### src/rtl/quat_requant_if.sv
// Handshake bundle between the quaternion requantizer and its producer/consumer.
// The master drives operands and output-ready; the slave (quat_requant) drives results.
interface quat_requant_if #(
  parameter int IN_W  = 32,
  parameter int OUT_W = 16
);
  logic                    in_valid;
  logic                    in_ready;
  logic signed [IN_W-1:0]  r1;
  logic signed [IN_W-1:0]  r2;
  logic signed [IN_W-1:0]  r3;
  logic signed [IN_W-1:0]  r4;
  logic                    out_valid;
  logic                    out_ready;
  logic signed [OUT_W-1:0] q1;
  logic signed [OUT_W-1:0] q2;
  logic signed [OUT_W-1:0] q3;
  logic signed [OUT_W-1:0] q4;
  logic [2*OUT_W:0]        norm_sq;
  logic                    sat;

  modport master (
    output in_valid, r1, r2, r3, r4, out_ready,
    input  in_ready, out_valid, q1, q2, q3, q4, norm_sq, sat
  );

  modport slave (
    input  in_valid, r1, r2, r3, r4, out_ready,
    output in_ready, out_valid, q1, q2, q3, q4, norm_sq, sat
  );
endinterface

### src/rtl/quat_requant.sv
// Requantizes four signed quaternion product components with round/saturate and
// accumulates their squared norm on one shared multiplier. Macro QREQ_NORM_EN enables the norm stage.
module quat_requant #(
  parameter int IN_W      = 32,
  parameter int OUT_W     = 16,
  parameter int FRAC_BITS = 14
) (
  input logic           clk,
  input logic           rst_n,
  quat_requant_if.slave bus
);

  localparam int RND_SH = (FRAC_BITS > 0) ? FRAC_BITS - 1 : 0;
  localparam logic signed [IN_W:0] RND =
    (FRAC_BITS > 0) ? ((IN_W+1)'(1) << RND_SH) : (IN_W+1)'(0);
  localparam logic signed [IN_W:0] Q_MAX = (IN_W+1)'((1 << (OUT_W-1)) - 1);
  localparam logic signed [IN_W:0] Q_MIN = ~Q_MAX;

  typedef enum logic [1:0] {
    IDLE,
`ifdef QREQ_NORM_EN
    NORM,
`endif
    DONE
  } state_t;

  state_t                  state;
  state_t                  state_next;
  logic                    in_ready;
  logic                    out_valid;
  logic                    accept;
  logic signed [OUT_W-1:0] q_r [4];
  logic                    sat_r;
  logic [OUT_W:0]          rq1;
  logic [OUT_W:0]          rq2;
  logic [OUT_W:0]          rq3;
  logic [OUT_W:0]          rq4;

  // Returns {clip, value}; rounding is half toward +inf via add-then-floor.
  function automatic logic [OUT_W:0] requant(input logic signed [IN_W-1:0] r);
    logic signed [IN_W:0] t;
    t = {r[IN_W-1], r};
    t = (t + RND) >>> FRAC_BITS;
    if (t > Q_MAX)
      return {1'b1, Q_MAX[OUT_W-1:0]};
    else if (t < Q_MIN)
      return {1'b1, Q_MIN[OUT_W-1:0]};
    else
      return {1'b0, t[OUT_W-1:0]};
  endfunction

  assign rq1    = requant(bus.r1);
  assign rq2    = requant(bus.r2);
  assign rq3    = requant(bus.r3);
  assign rq4    = requant(bus.r4);
  assign accept = bus.in_valid & in_ready;

  always_ff @(posedge clk or negedge rst_n) begin
    if (!rst_n)
      state <= IDLE;
    else
      state <= state_next;
  end

`ifdef QREQ_NORM_EN
  logic [1:0]              cnt;
  logic [2*OUT_W:0]        norm_r;
  logic signed [2*OUT_W-1:0] sq;

  assign sq = q_r[cnt] * q_r[cnt];

  always_ff @(posedge clk or negedge rst_n) begin
    if (!rst_n) begin
      cnt    <= '0;
      norm_r <= '0;
    end else if (accept) begin
      cnt    <= '0;
      norm_r <= '0;
    end else if (state == NORM) begin
      cnt    <= cnt + 2'd1;
      norm_r <= norm_r + {1'b0, sq};
    end
  end

  assign bus.norm_sq = norm_r;
`else
  assign bus.norm_sq = '0;
`endif

  always_comb begin
    state_next = state;
    case (state)
`ifdef QREQ_NORM_EN
      IDLE: if (bus.in_valid) state_next = NORM;
      NORM: if (cnt == 2'd3)  state_next = DONE;
      DONE: if (bus.out_ready) state_next = bus.in_valid ? NORM : IDLE;
`else
      IDLE: if (bus.in_valid) state_next = DONE;
      DONE: if (bus.out_ready) state_next = bus.in_valid ? DONE : IDLE;
`endif
      default: state_next = IDLE;
    endcase
  end

  // In DONE the slot frees up in the same cycle the consumer takes the result.
  always_comb begin
    in_ready  = 1'b0;
    out_valid = 1'b0;
    case (state)
      IDLE: in_ready = 1'b1;
      DONE: begin
        in_ready  = bus.out_ready;
        out_valid = 1'b1;
      end
      default: ;
    endcase
  end

  always_ff @(posedge clk or negedge rst_n) begin
    if (!rst_n) begin
      q_r   <= '{default: '0};
      sat_r <= 1'b0;
    end else if (accept) begin
      q_r[0] <= rq1[OUT_W-1:0];
      q_r[1] <= rq2[OUT_W-1:0];
      q_r[2] <= rq3[OUT_W-1:0];
      q_r[3] <= rq4[OUT_W-1:0];
      sat_r  <= rq1[OUT_W] | rq2[OUT_W] | rq3[OUT_W] | rq4[OUT_W];
    end
  end

  assign bus.in_ready  = in_ready;
  assign bus.out_valid = out_valid;
  assign bus.q1        = q_r[0];
  assign bus.q2        = q_r[1];
  assign bus.q3        = q_r[2];
  assign bus.q4        = q_r[3];
  assign bus.sat       = sat_r;

endmodule
### src/flat_wrapper.sv
// flat-port wrapper written by rule: the top's interface ports become plain ports
module quat_requant_flat 
#(
  parameter int IN_W      = 32,
  parameter int OUT_W     = 16,
  parameter int FRAC_BITS = 14
)
  (clk, rst_n, bus_in_valid, bus_r1, bus_r2, bus_r3, bus_r4, bus_out_ready, bus_in_ready, bus_out_valid, bus_q1, bus_q2, bus_q3, bus_q4, bus_norm_sq, bus_sat);
  quat_requant_if #(.IN_W(IN_W), .OUT_W(OUT_W)) bus_i ();
  input logic clk;
  input logic rst_n;
  input wire logic [$bits(bus_i.in_valid)-1:0] bus_in_valid;
  input wire logic [$bits(bus_i.r1)-1:0] bus_r1;
  input wire logic [$bits(bus_i.r2)-1:0] bus_r2;
  input wire logic [$bits(bus_i.r3)-1:0] bus_r3;
  input wire logic [$bits(bus_i.r4)-1:0] bus_r4;
  input wire logic [$bits(bus_i.out_ready)-1:0] bus_out_ready;
  output wire logic [$bits(bus_i.in_ready)-1:0] bus_in_ready;
  output wire logic [$bits(bus_i.out_valid)-1:0] bus_out_valid;
  output wire logic [$bits(bus_i.q1)-1:0] bus_q1;
  output wire logic [$bits(bus_i.q2)-1:0] bus_q2;
  output wire logic [$bits(bus_i.q3)-1:0] bus_q3;
  output wire logic [$bits(bus_i.q4)-1:0] bus_q4;
  output wire logic [$bits(bus_i.norm_sq)-1:0] bus_norm_sq;
  output wire logic [$bits(bus_i.sat)-1:0] bus_sat;
  assign bus_i.in_valid = bus_in_valid;
  assign bus_i.r1 = bus_r1;
  assign bus_i.r2 = bus_r2;
  assign bus_i.r3 = bus_r3;
  assign bus_i.r4 = bus_r4;
  assign bus_i.out_ready = bus_out_ready;
  assign bus_in_ready = bus_i.in_ready;
  assign bus_out_valid = bus_i.out_valid;
  assign bus_q1 = bus_i.q1;
  assign bus_q2 = bus_i.q2;
  assign bus_q3 = bus_i.q3;
  assign bus_q4 = bus_i.q4;
  assign bus_norm_sq = bus_i.norm_sq;
  assign bus_sat = bus_i.sat;
  quat_requant #(.IN_W(IN_W), .OUT_W(OUT_W), .FRAC_BITS(FRAC_BITS)) u_core (.clk(clk), .rst_n(rst_n), .bus(bus_i));
endmodule
### config.mk
export PLATFORM = sky130hd
export DESIGN_NAME = quat_requant_flat
export DESIGN_NICKNAME = d
export VERILOG_FILES = /design/src/rtl/quat_requant_if.sv /design/src/rtl/quat_requant.sv /design/src/flat_wrapper.sv
export SDC_FILE = /design/constraint.sdc
export NUM_CORES = 1
export LEC_CHECK = 0
export ABC_AREA = 1
export CAP_MARGIN = 30
export CORE_MARGIN = 4
export CORE_UTILIZATION = 45
export DETAILED_ROUTE_END_ITERATION = 7
export PLACE_DENSITY_LB_ADDON = 0.1
export SYNTH_ARGS = -nofsm -noshare
export SYNTH_HDL_FRONTEND = slang
export SYNTH_SLANG_ARGS = --single-unit
export TNS_END_PERCENT = 100
### constraint.sdc
create_clock -name clk -period 3.77 [get_ports clk]
set_input_delay 1.131 -clock clk [delete_from_list [all_inputs] [get_ports clk]]
set_output_delay 1.131 -clock clk [all_outputs]
set_load 0.1 [all_outputs]
Yosys cells after proc, flatten, opt, wreduce, memory -nomap -nowiden
Index checks and enable logic that the tools add are counted.

word-level totals
  word-level logic and storage cells = 41
  output and inout bits = 100
  flip-flop bits (word level) = 67
  bits of input ports = 132

cells by class
  order comparisons = 8
  equality and inequality tests = 3
  bitwise logic cells = 4
  add/sub/neg operators = 4
  muxes and demuxes = 14
  reduce and logical (&&, ||, !) cells = 2

operators by type and width
  kind                                                           number
  2-to-1 mux 17 bit                                              8
  adder 32 x 15 -> 33 bit (second input constant)                4
  > comparator 19 x 16 -> 1 bit (second input constant)          4
  less-than comparator 19 x 16 -> 1 bit (second input constant)  4
  2-to-1 mux 2 bit                                               2
  inequality test 2 bit (second input constant)                  2
  case mux 2 bit (2 select lines)                                1
  bitwise OR 1 bit                                               3
  equality test 2 x 1 -> 1 bit (second input constant)           1
  zero test 2 bit                                                1
  2-to-1 mux 1 bit                                               2
  case mux 1 bit (2 select lines)                                1
  AND reduction 2 bit                                            1
  bitwise AND 1 bit                                              1

Depth between registers and ports, before layout
  depth in word-level cells = 7
  mapped depth = 15
  mapped depth without buffers = 15

Worst setup path before layout
No wires, ideal clock.

  path kind = in2reg
  start = input bus_out_ready
  end = register u_core.q_r (netlist bit u_core.bus.q2[10])
  stages = 8
  library setup time = 0.078 ns
  required time = 3.692 ns
  buffers on the path = 2
  arrival = 3.096 ns
  slack = 0.597 ns
  cells stage by stage = inv_1 nand2_1 nand2_1 clkinv_1 buf_2 clkbuf_1 nor2_1 a21oi_1

on the way
  longest elaborated chain between the ends = 2

ends and longest elaborated chain
  element                          RTL line             text
  start, declared                  flat_wrapper.sv:17   input wire logic [$bits(bus_i.out_ready)-1:0] bus_out_ready;
  case mux 1 bit (2 select lines)  quat_requant.sv:109  case (state)
  via bus_in_ready                 flat_wrapper.sv:18   output wire logic [$bits(bus_i.in_ready)-1:0] bus_in_ready;
  bitwise AND 1 bit                quat_requant.sv:56   assign accept = bus.in_valid & in_ready;
  end, declared                    quat_requant.sv:32   logic signed [OUT_W-1:0] q_r [4];

The timed path passes the listed nets, and every way through them passes these cells.
A chain may end at the register's enable or synchronous reset.

Worst setup path in the final report
  start = input bus_r1[13]
  end = register u_core.q_r (netlist bit u_core.bus.q1[10])

on the way
  longest elaborated chain between the ends = 4
  elaborated cells between the ends (all ways) = 5
  those cells by class = add/sub (1); order compare (2); mux (2)

ends and longest elaborated chain
  element                                RTL line            text
  start, declared                        flat_wrapper.sv:13  input wire logic [$bits(bus_i.r1)-1:0] bus_r1;
  adder 32 x 15 -> 33 bit *              quat_requant.sv:43  t = (t + RND) >>> FRAC_BITS;
  less-than comparator 19 x 16 -> 1 bit  quat_requant.sv:46  else if (t < Q_MIN)
  2-to-1 mux 17 bit                      quat_requant.sv:46
  2-to-1 mux 17 bit *                    quat_requant.sv:44  if (t > Q_MAX)

Mark *: on every way between the ends. The rest lies on a longest branch, timed or not.

==> impl_metrics.py <==
metrics = {
    "grt": {
        "antenna_found_initial": 0,
        "grt_pass1_vias": 4433,
        "grt_max_degree": 43,
        "grt_util_all_layers_pct": 19.8,
        "grt_pass1_wl_mm": 20.5,
        "overflow": 0,
    },
    "finish": {
        "post-route-util_pct": 61.4,
        "final_layout_size_suffix_gt1_share_pct": 18.9,
        "num_antenna_cells": 0,
        "n_fill_cell": 961,
        "nets": 944,
        "design_area_sq_um": 6330,
        "stdcell_count": 949,
        "syn2layout_area_growth_pct": 33.2,
    },
    "timing": {
        "max_slew_margin_pct": 65.6,
        "min_period_ns": 3.15,
        "post-route-period-util_pct": 83.5,
        "setup_tns_ns": 0,
        "finClkSkew_ns": 0.0104,
        "hold_viol": 0,
        "rsz0062_at_grt": "no",
        "max_freq_ghz": 0.318,
        "finalMaxSlewViolations": 0,
        "whs_ns": 0.486,
        "tightest_slew_ns": 0.512,
        "setup_viol": 0,
        "fin_ws_ns": 0.621,
    },
    "floorplan": {
        "dieHeight_um": 111,
        "die_area_sq_um": 12300,
        "coreArea_sq_um": 10300,
        "die_w_um": 111,
        "io_pins": 232,
        "rows": 37,
        "start_util_pct": 46.1,
    },
    "place": {
        "dpl.hpwl_mm": 9.97,
        "pre_cts_ws_ns": 0.286,
        "gp_congestion": 0.942,
        "dpl_cell_area_sq_um": 6090,
        "port_buffers": 146,
        "place_inst": 932,
    },
    "logic_synthesis": {
        "synth-simple-area-share_pct": 34.3,
        "synth_mux_area_share_pct": 0,
        "netlist_instances": 653,
        "synth_xor_area_share_pct": 7.55,
        "mappedNetlistArea_sq_um": 4760,
        "synthAdderAreaFrac_pct": 1.05,
        "yosysWarnings": 0,
        "synthArstFlopShare_pct": 100,
        "synth_compound_area_share_pct": 11.8,
        "ys_seq_area_share_pct": 34.7,
        "synth_seq_cells": 66,
        "synth_cell_types": 38,
        "synth_edf_count": 0,
        "synth_top_family_by_area": "simple AND/OR/NAND/NOR gates",
        "syn_avg_cell_area_sq_um": 7.28,
        "ys.flop_type": "dfrtp_1",
    },
    "min_path": {
        "hold_class": "flip-flop to flip-flop",
        "hold_depth": 2,
    },
    "clock_network": {
        "cts_buffer_depth": 2,
        "postCtsHoldBufs": 0,
        "cts-root-buf": "clkbuf_8",
        "clk_pin_slew_ns": 0.07,
        "worstSkewPairLatency_ns": 0.33,
        "htreeDepth": 3,
        "clock_sinks": 66,
        "ctsResizeCount": 0,
        "cts_made_buffers": 9,
        "tritoncts": "done",
        "post_cts.repair.setup_buffers": 0,
    },
    "routing": {
        "vias": 4618,
        "drtPass1Iterations": 4,
        "wl_per_cell_um": 13.0,
        "vias_per_cell": 4.87,
        "drc": 0,
        "ant_nets": 0,
        "wirelength_mm": 12.4,
        "drtIter0Drc": 204,
    },
    "status": {
        "status": "finished clean",
    },
    "worst_setup_path": {
        "crit_path_start_kind": "input pin",
        "endpoint_kind": "flip-flop",
        "worst_ep_required_time_ns": 4.02,
        "worst-r2r-cell-count": 5,
        "critPathArrivalTime_ns": 3.39,
        "critical_path_class": "input pin to flip-flop",
        "cp_max_fo": 15,
    },
    "power_and_ir_drop": {
        "ir_drop_mv": 0.333,
        "powerDensity_nw_per_um2": 486,
        "p_leak_nw": 2.83,
        "report.power.total_mw": 3.08,
    },
    "flow_run": {
        "drv_cap": 0,
    },
}
-- registers in the layout (all words and copies together), names as in the netlist --
register / count
u_core.bus.q1: 16
u_core.bus.q2: 16
u_core.bus.q3: 16
u_core.bus.q4: 16
u_core.bus.sat: 1
u_core.state: 1
-- worst paths after layout --
check / from / end / slack [ns]
worst max-delay path: bus_r1[13] / u_core.bus.q1[10] / 0.62
worst min-delay path: u_core.bus.q4[0] / u_core.bus.q4[0] / 0.49
worst max register to register: u_core.state[0] / u_core.bus.q3[10] / 2.05
worst min register to register: u_core.bus.q4[0] / u_core.bus.q4[0] / 0.49
max in group asynchronous: rst_n / u_core.bus.q2[10] / 2.43
min in group asynchronous: rst_n / u_core.bus.q3[7] / 0.62
-- cell usage after synthesis, types with 6 or more instances --
cell	instances	area [sq um]
nor3_1	10	50.1
nand3_1	33	165
clkbuf_1	6	22.5
nand2_1	158	593
nand2_2	9	56.3
nand4_1	6	37.5
o21ai_0	11	55.1
inv_1	35	131
nor2_2	21	131
buf_4	37	278
xnor2_1	17	149
dfrtp_1	66	1650
o22a_1	14	123
xor2_1	24	210
nor2_1	102	383
or2_2	10	62.6
a21oi_1	45	225
-- kinds of logic (layout without fill, tap and decap cells) --
kind of cell             count (synthesis)  after routing
other                                    1             33
adder cells (fa/ha/maj)                  4              4
AO/OA/AOI/OAI                           90             90
XOR/XNOR                                41             41
buffers and inverters                   87            215
AND/OR/NAND/NOR                        364            364
flip-flops                              66             66
-- critical path, cell delays in order --
cell	delay [ns]
clkdlybuf4s50_1	0.55
ha_1	0.19
nand2_1	0.09
nor2_2	0.20
nand3b_1	0.18
nor2_1	0.12
nand2_1	0.06
nand2_1	0.09
nand3_1	0.09
nand2_2	0.24
inv_1	0.09
or2_0	0.22
a21oi_1	0.15
-- layer usage --
metal	wire length (um)	GRT usage [%]	vias up
met3	843	4.86	6
met5	0	0	-
met1	5510	25.1	2131
li1	-	-	2349
met4	107	5.50	0
met2	5920	33.6	132
-- layout by cell type, fill, tap and decap left out, drive strengths merged, types with 11 or more instances in the layout --
master	Yosys	final
o22a	14	14
xor2	24	24
conb	1	33
clkdlybuf4s50	0	78
nor2	128	128
clkbuf	6	11
buf	42	82
nand3	35	35
inv	38	38
o21ai	15	15
or2	11	11
nand2	170	170
dfrtp	66	66
xnor2	17	17
a21oi	48	48
-- report_power, final --
group	leakage [nW]	internal [mW]	switching, mW
combinational	2.01	0.333	1.21
clock	0.109	0.389	0.270
sequential	0.717	0.813	0.0619
-- cell type report --
cell class | instances | area (sq um) | share of cell area [%]
inverter | 39 | 146 | 2.31
clock buffer | 11 | 141 | 2.23
multi-input combinational | 532 | 2730 | 43.1
timing repair buffer | 160 | 1420 | 22.4
sequential | 66 | 1650 | 26.1
clock inverter | 5 | 77.6 | 1.22
tap | 136 | 170 | 2.69
No activity file was read; power rests on OpenSTA's default activity.
